File: src/rtl/rv_wb_pkg.sv
// rv_wb_pkg: shared write-back types and register-file constants
package rv_wb_pkg;

    localparam int XLEN = 32;
    localparam int NREGS = 32;
    localparam logic [4:0] REG_ZERO = 5'd0;

    typedef struct packed {
        logic [4:0]      rd;
        logic [XLEN-1:0] data;
    } wb_req_t;

endpackage

File: src/rtl/wb_fifo.sv
// wb_fifo: synchronous FIFO of write-back requests with wrap-bit full/empty detection
module wb_fifo
    import rv_wb_pkg::*;
#(
    parameter int DEPTH = 4
) (
    input  logic    clk,
    input  logic    rst,
    input  logic    push,
    input  logic    pop,
    input  wb_req_t din,
    output wb_req_t dout,
    output logic    full,
    output logic    empty
);

    localparam int AW = $clog2(DEPTH);

    wb_req_t        mem [DEPTH];
    logic    [AW:0] wp;
    logic    [AW:0] rp;

    assign empty = wp == rp;
    assign full  = (wp[AW] != rp[AW]) && (wp[AW-1:0] == rp[AW-1:0]);
    assign dout  = mem[rp[AW-1:0]];

    // pointer update; requests against full/empty are ignored
    always_ff @(posedge clk) begin
        if (rst) begin
            wp <= '0;
            rp <= '0;
        end else begin
            if (push && !full) wp <= wp + 1'b1;
            if (pop && !empty) rp <= rp + 1'b1;
        end
    end

    // storage write, no reset needed since empty masks stale data
    always_ff @(posedge clk) begin
        if (push && !full) mem[wp[AW-1:0]] <= din;
    end

endmodule

File: src/rtl/regfile_wb_arbiter.sv
// regfile_wb_arbiter: merges ALU and long-latency write-backs into one registered write port; REGFILE_WB_SCOREBOARD_EN adds the pending-register scoreboard
module regfile_wb_arbiter
    import rv_wb_pkg::*;
#(
    parameter int DEPTH = 4,
    parameter int MAX_STALL = 8
) (
    input  logic             clk,
    input  logic             rst,
    input  logic             alu_valid,
    input  logic [4:0]       alu_rd,
    input  logic [XLEN-1:0]  alu_data,
    output logic             alu_stall,
    input  logic             ll_valid,
    output logic             ll_ready,
    input  logic [4:0]       ll_rd,
    input  logic [XLEN-1:0]  ll_data,
    input  logic             iss_valid,
    input  logic [4:0]       iss_rd,
    output logic [NREGS-1:0] pending,
    output logic             wb_we,
    output logic [4:0]       wb_rd,
    output logic [XLEN-1:0]  wb_data
);

    localparam int CW = $clog2(MAX_STALL + 1);

    wb_req_t         ll_req;
    wb_req_t         head;
    logic            full;
    logic            empty;
    logic            push;
    logic            g_ll;
    logic            g_alu;
    logic            starve;
    logic [CW-1:0]   cnt;

    assign ll_req   = '{rd: ll_rd, data: ll_data};
    assign ll_ready = !full;
    assign push     = ll_valid && !full;
    assign g_ll     = !empty && (alu_stall || !alu_valid);
    assign g_alu    = alu_valid && !g_ll;
    assign starve   = g_alu && !empty;

    wb_fifo #(.DEPTH(DEPTH)) u_fifo (
        .clk   (clk),
        .rst   (rst),
        .push  (push),
        .pop   (g_ll),
        .din   (ll_req),
        .dout  (head),
        .full  (full),
        .empty (empty)
    );

    // count ALU wins over a waiting LL entry; the MAX_STALL-th win stalls ALU for one cycle
    always_ff @(posedge clk) begin
        if (rst) begin
            cnt       <= '0;
            alu_stall <= 1'b0;
        end else begin
            cnt       <= starve ? cnt + 1'b1 : '0;
            alu_stall <= starve && (cnt == CW'(MAX_STALL - 1));
        end
    end

    // register the granted write; rd 0 entries are consumed without writing
    always_ff @(posedge clk) begin
        if (rst) begin
            wb_we   <= 1'b0;
            wb_rd   <= REG_ZERO;
            wb_data <= '0;
        end else begin
            wb_we   <= (g_alu && alu_rd != REG_ZERO) || (g_ll && head.rd != REG_ZERO);
            wb_rd   <= g_alu ? alu_rd : g_ll ? head.rd : REG_ZERO;
            wb_data <= g_alu ? alu_data : g_ll ? head.data : '0;
        end
    end

`ifdef REGFILE_WB_SCOREBOARD_EN
    logic [NREGS-1:0] pend_q;
    logic [NREGS-1:0] set_m;
    logic [NREGS-1:0] clr_m;

    // issue sets and LL pop clears; set applied after clear so it wins, bit 0 never set
    always_comb begin
        set_m = '0;
        clr_m = '0;
        if (iss_valid) set_m[iss_rd] = 1'b1;
        if (g_ll) clr_m[head.rd] = 1'b1;
        set_m[0] = 1'b0;
    end

    // pending register
    always_ff @(posedge clk) begin
        if (rst) pend_q <= '0;
        else pend_q <= (pend_q & ~clr_m) | set_m;
    end

    assign pending = pend_q;
`else
    logic unused_iss;
    assign unused_iss = ^{iss_valid, iss_rd};
    assign pending    = '0;
`endif

endmodule

File: config.mk
export PLATFORM = sky130hd
export DESIGN_NAME = regfile_wb_arbiter
export DESIGN_NICKNAME = d
export VERILOG_FILES = /design/src/rtl/rv_wb_pkg.sv /design/src/rtl/wb_fifo.sv /design/src/rtl/regfile_wb_arbiter.sv
export SDC_FILE = /design/constraint.sdc
export NUM_CORES = 1
export LEC_CHECK = 0
export ABC_AREA = 1
export ABC_CLOCK_PERIOD_IN_PS = 3700
export BUFFER_PORTS_ARGS = -buffer_cell sky130_fd_sc_hd__buf_4
export CAP_MARGIN = 20
export CELL_PAD_IN_SITES_DETAIL_PLACEMENT = 0
export CELL_PAD_IN_SITES_GLOBAL_PLACEMENT = 1
export CORE_ASPECT_RATIO = 1.5
export CORE_MARGIN = 2
export CORE_UTILIZATION = 35
export CTS_BUF_LIST = sky130_fd_sc_hd__clkbuf_4
export DETAILED_ROUTE_END_ITERATION = 7
export PLACE_DENSITY = 0.77
export SYNTH_ARGS = -nofsm -noshare
export SYNTH_HDL_FRONTEND = slang
export SYNTH_SLANG_ARGS = --single-unit
File: constraint.sdc
create_clock -name clk -period 3.7 [get_ports clk]
set_clock_uncertainty 0.1 [all_clocks]
set_input_delay 0.37 -clock clk [delete_from_list [all_inputs] [get_ports clk]]
set_output_delay 0.37 -clock clk [all_outputs]
set_load 0.02 [all_outputs]
==> impl_metrics.toml <==
[drt]
dr.pass1.iters = 4
via_count = 5348
vias_per_cell = 4.754
post_drt_wl_per_cell_um = 15.84
first_iter_violations = 321
route.detailed.drc = 0
routed_wl_um = 17820
drtAntennaViolNets = 0

[synthesis]
synth_cells = 658
synth.largest_area_cell = "edfxtp_1"
syn_avg_cell_area_sq_um = 11.97
seq_area_frac_synth = 0.6937
ys_warn_count = 0
netlist_area_sq_mm = 0.007879
synth_seq_cells = 199
synth.distinct_cells = 27
synth_top_area_frac = 0.5641
synth_area_leaders = "edfxtp_1, dfxtp_1, o21ai_0, nor2_1, buf_4"

[place]
dp.final_hpwl_um = 10330
portBuffers = 117
place_area_sq_mm = 0.008867
dp.cells = 1019
place_congestion = 0.7272

[timing]
finalHoldViolations = 0
fin_crit_sh = 0.6704
final_max_slew_viol_count = 0
relSlewSlack = 0.3783
worst_pin_slew_ps = 931.2
fin_tns_setup_ps = 0
finalSetupViolCount = 0
period_needed_ps = 2481
fmax_ghz = 0.4031
fin_hold_ws_ps = 41.20
rsz0062_at_grt = "no"

[run_status]
status = "completed"

[critical_path]
reg2reg_depth = 7
cp_cell_sequence = "inv_1, nand2_1, nand2_1, nand4_1, nand2_1, nor2_4, buf_4"
r2r_slack_ps = 1220
startpoint = "u_fifo.wp[1]"
endpoint_kind = "flop"
crit_arrival_ps = 2610
slowest_stage = "buf_4"
crit_type = "flop to flop"
worstReg2RegEnd = "u_fifo.mem[2][16]"
cp_max_fo = 28
r2r_start = "u_fifo.wp[1]"
cpPeakStageDelay_ps = 480
path_buf_inv = 2
cp_top_family = "simple AND/OR/NAND/NOR gates"
required_ps = 3830
worst_path_most_repeated_cell = "nand2_1"
worstSetupStartpointType = "flop"

[clock_network]
cts_setup_buffers = 0
cts_tree = "yes"
clock-sinks = 199
cts_buffer_depth = 2
htreeDepth = 4
post_cts_resize_count = 0
clkLatencyLatePin_ps = 580
cts_root_buffer = "clkbuf_4"
numCtsBuffers = 17
cts.clk_slew.worst_paths_ps = 140

[power]
power.density_mw_per_mm2 = 463.6
peakVddDrop_mv = 0.1865
power_frac_clock = 0.241
swShare = 0.2789
internal_power_w = 0.003300
power_w = 0.004576
pwr-share-seq = 0.563
power_switching_w = 0.001276
leakagePower_nw = 3.675
comb_power_share = 0.197

[worst_hold_path]
hold_path_class = "input pin to flop"
hold_start = "alu_data[30]"
min_path_cells = 3
hold_path_end = "wb_data[30]"

[finish]
finalNonFillerCells = 1125
final_common_cell = "edfxtp_1"
syn_to_final_growth_pct = 25.30
fillers = 2020
mostFrequentLayoutCells = "edfxtp_1, buf_4, nor2_1, dlygate4sd3_1, o21ai_0"
finish.instance_area_sq_mm = 0.009872
drive_gt1_frac = 0.2300
num-nets-final = 925

[die]
start_util = 0.3547
std_cell_rows = 67
ios = 156
die_area_sq_mm = 0.02375
core_area_sq_mm = 0.02222
die_x_um = 126.5
die_h_um = 187.8

[flow_run]
cap_violations = 0

[grt]
grt_pass1_vias = 5261
antenna_found_initial = 1
overflow = 0
grt_max_degree = 75
grt_pass1_wl_um = 27330
grt_use_total = 0.1505
sequential cells by signal, summed over array words and instances, names as in the netlist, named ones only:
signal      cells
wb_data        32
u_fifo.rp       3
u_fifo.wp       3
u_fifo.mem    148
wb_we           1
alu_stall       1
cnt             4
wb_rd           5
worst min-delay path, stage by stage:
cell and delay, ps:
buf_4 110, nand3_1 90, a21oi_1 90
cell usage after synthesis:
cell type,count
nand2_2,10
buf_4,37
a21oi_2,20
xor2_1,2
o21ai_0,72
nor3b_1,1
clkbuf_1,15
conb_1,1
nand3_2,1
inv_4,1
inv_1,13
o22ai_1,32
edfxtp_1,148
buf_6,6
nor3_1,2
nand2_1,63
ha_1,6
clkinv_1,1
nand3_1,51
dfxtp_1,51
inv_2,3
nand2_4,1
a21oi_1,21
nor2_1,85
buf_12,1
buf_2,12
nand4_1,2
metal layers:
| metal | track usage | share of wire | vias up |
|---|---|---|---|
| met5 | 0 | 0 | - |
| met4 | 0.05790 | 0.013 | 0 |
| met3 | 0.02653 | 0.036 | 15 |
| met2 | 0.2803 | 0.55 | 128 |
| met1 | 0.1682 | 0.40 | 2593 |
| li1 | - | - | 2612 |
logic make-up after synthesis:
logic type / after synthesis / synth area share
flip-flops: 199 / 0.6937
XOR/XNOR: 2 / 0.002224
adder cells (fa/ha/maj): 6 / 0.009528
AO/OA/AOI/OAI: 145 / 0.1067
AND/OR/NAND/NOR: 216 / 0.1174
other: 1 / 0.0004760
buffers and inverters: 89 / 0.07003
metrics by stage:
step                        util  setup WS (ps)
after floorplan                -          587.7
after CTS                 0.4443           1203
after global placement    0.3992           1266
after global routing      0.4444           1106
after detailed placement  0.3992           1221
final                     0.4444           1219
power by group through the flow:
stage	Sequential [W]	Clock [W]	Combinational, W
floorplan	0.00269	0	0.000523
global placement	0.00262	0	0.000837
detailed placement	0.00263	0	0.000848
CTS	0.00258	0.00113	0.000914
global route	0.00259	0.00123	0.000992
finish	0.00257	0.00110	0.000900
area by class of cell:
| type | instances | area [sq um] | share of cell area |
|---|---|---|---|
| Tap cell | 276 | 345.3 | 0.03498 |
| Multi-Input combinational cell | 401 | 2008 | 0.2034 |
| Timing Repair Buffer | 198 | 1707 | 0.1729 |
| Antenna cell | 1 | 2.502 | 0.0002535 |
| Clock buffer | 22 | 165.2 | 0.01673 |
| Clock inverter | 10 | 106.4 | 0.01077 |
| Sequential cell | 199 | 5468 | 0.5539 |
| Inverter | 18 | 70.07 | 0.007098 |
worst max-delay path by stage:
| stage | to | slack, ps | depth (start not counted) |
|---|---|---|---|
| finish | u_fifo.mem[2][16] | 1220 | 7 |
| CTS | u_fifo.mem[2][7] | 1200 | 7 |
| global route | u_fifo.mem[2][19] | 1110 | 7 |
| global placement | u_fifo.mem[2][18] | 1270 | 7 |
| detailed placement | u_fifo.mem[2][18] | 1220 | 7 |
| floorplan | u_fifo.mem[0][0] | 590 | 6 |
what timing repair did:
action                                 4_1_cts  5_1_grt
endpoints found under the hold margin      184        0
hold buffers                                73        0
setup endpoints to repair                    0        0
No activity file was read; power rests on OpenSTA's default activity.
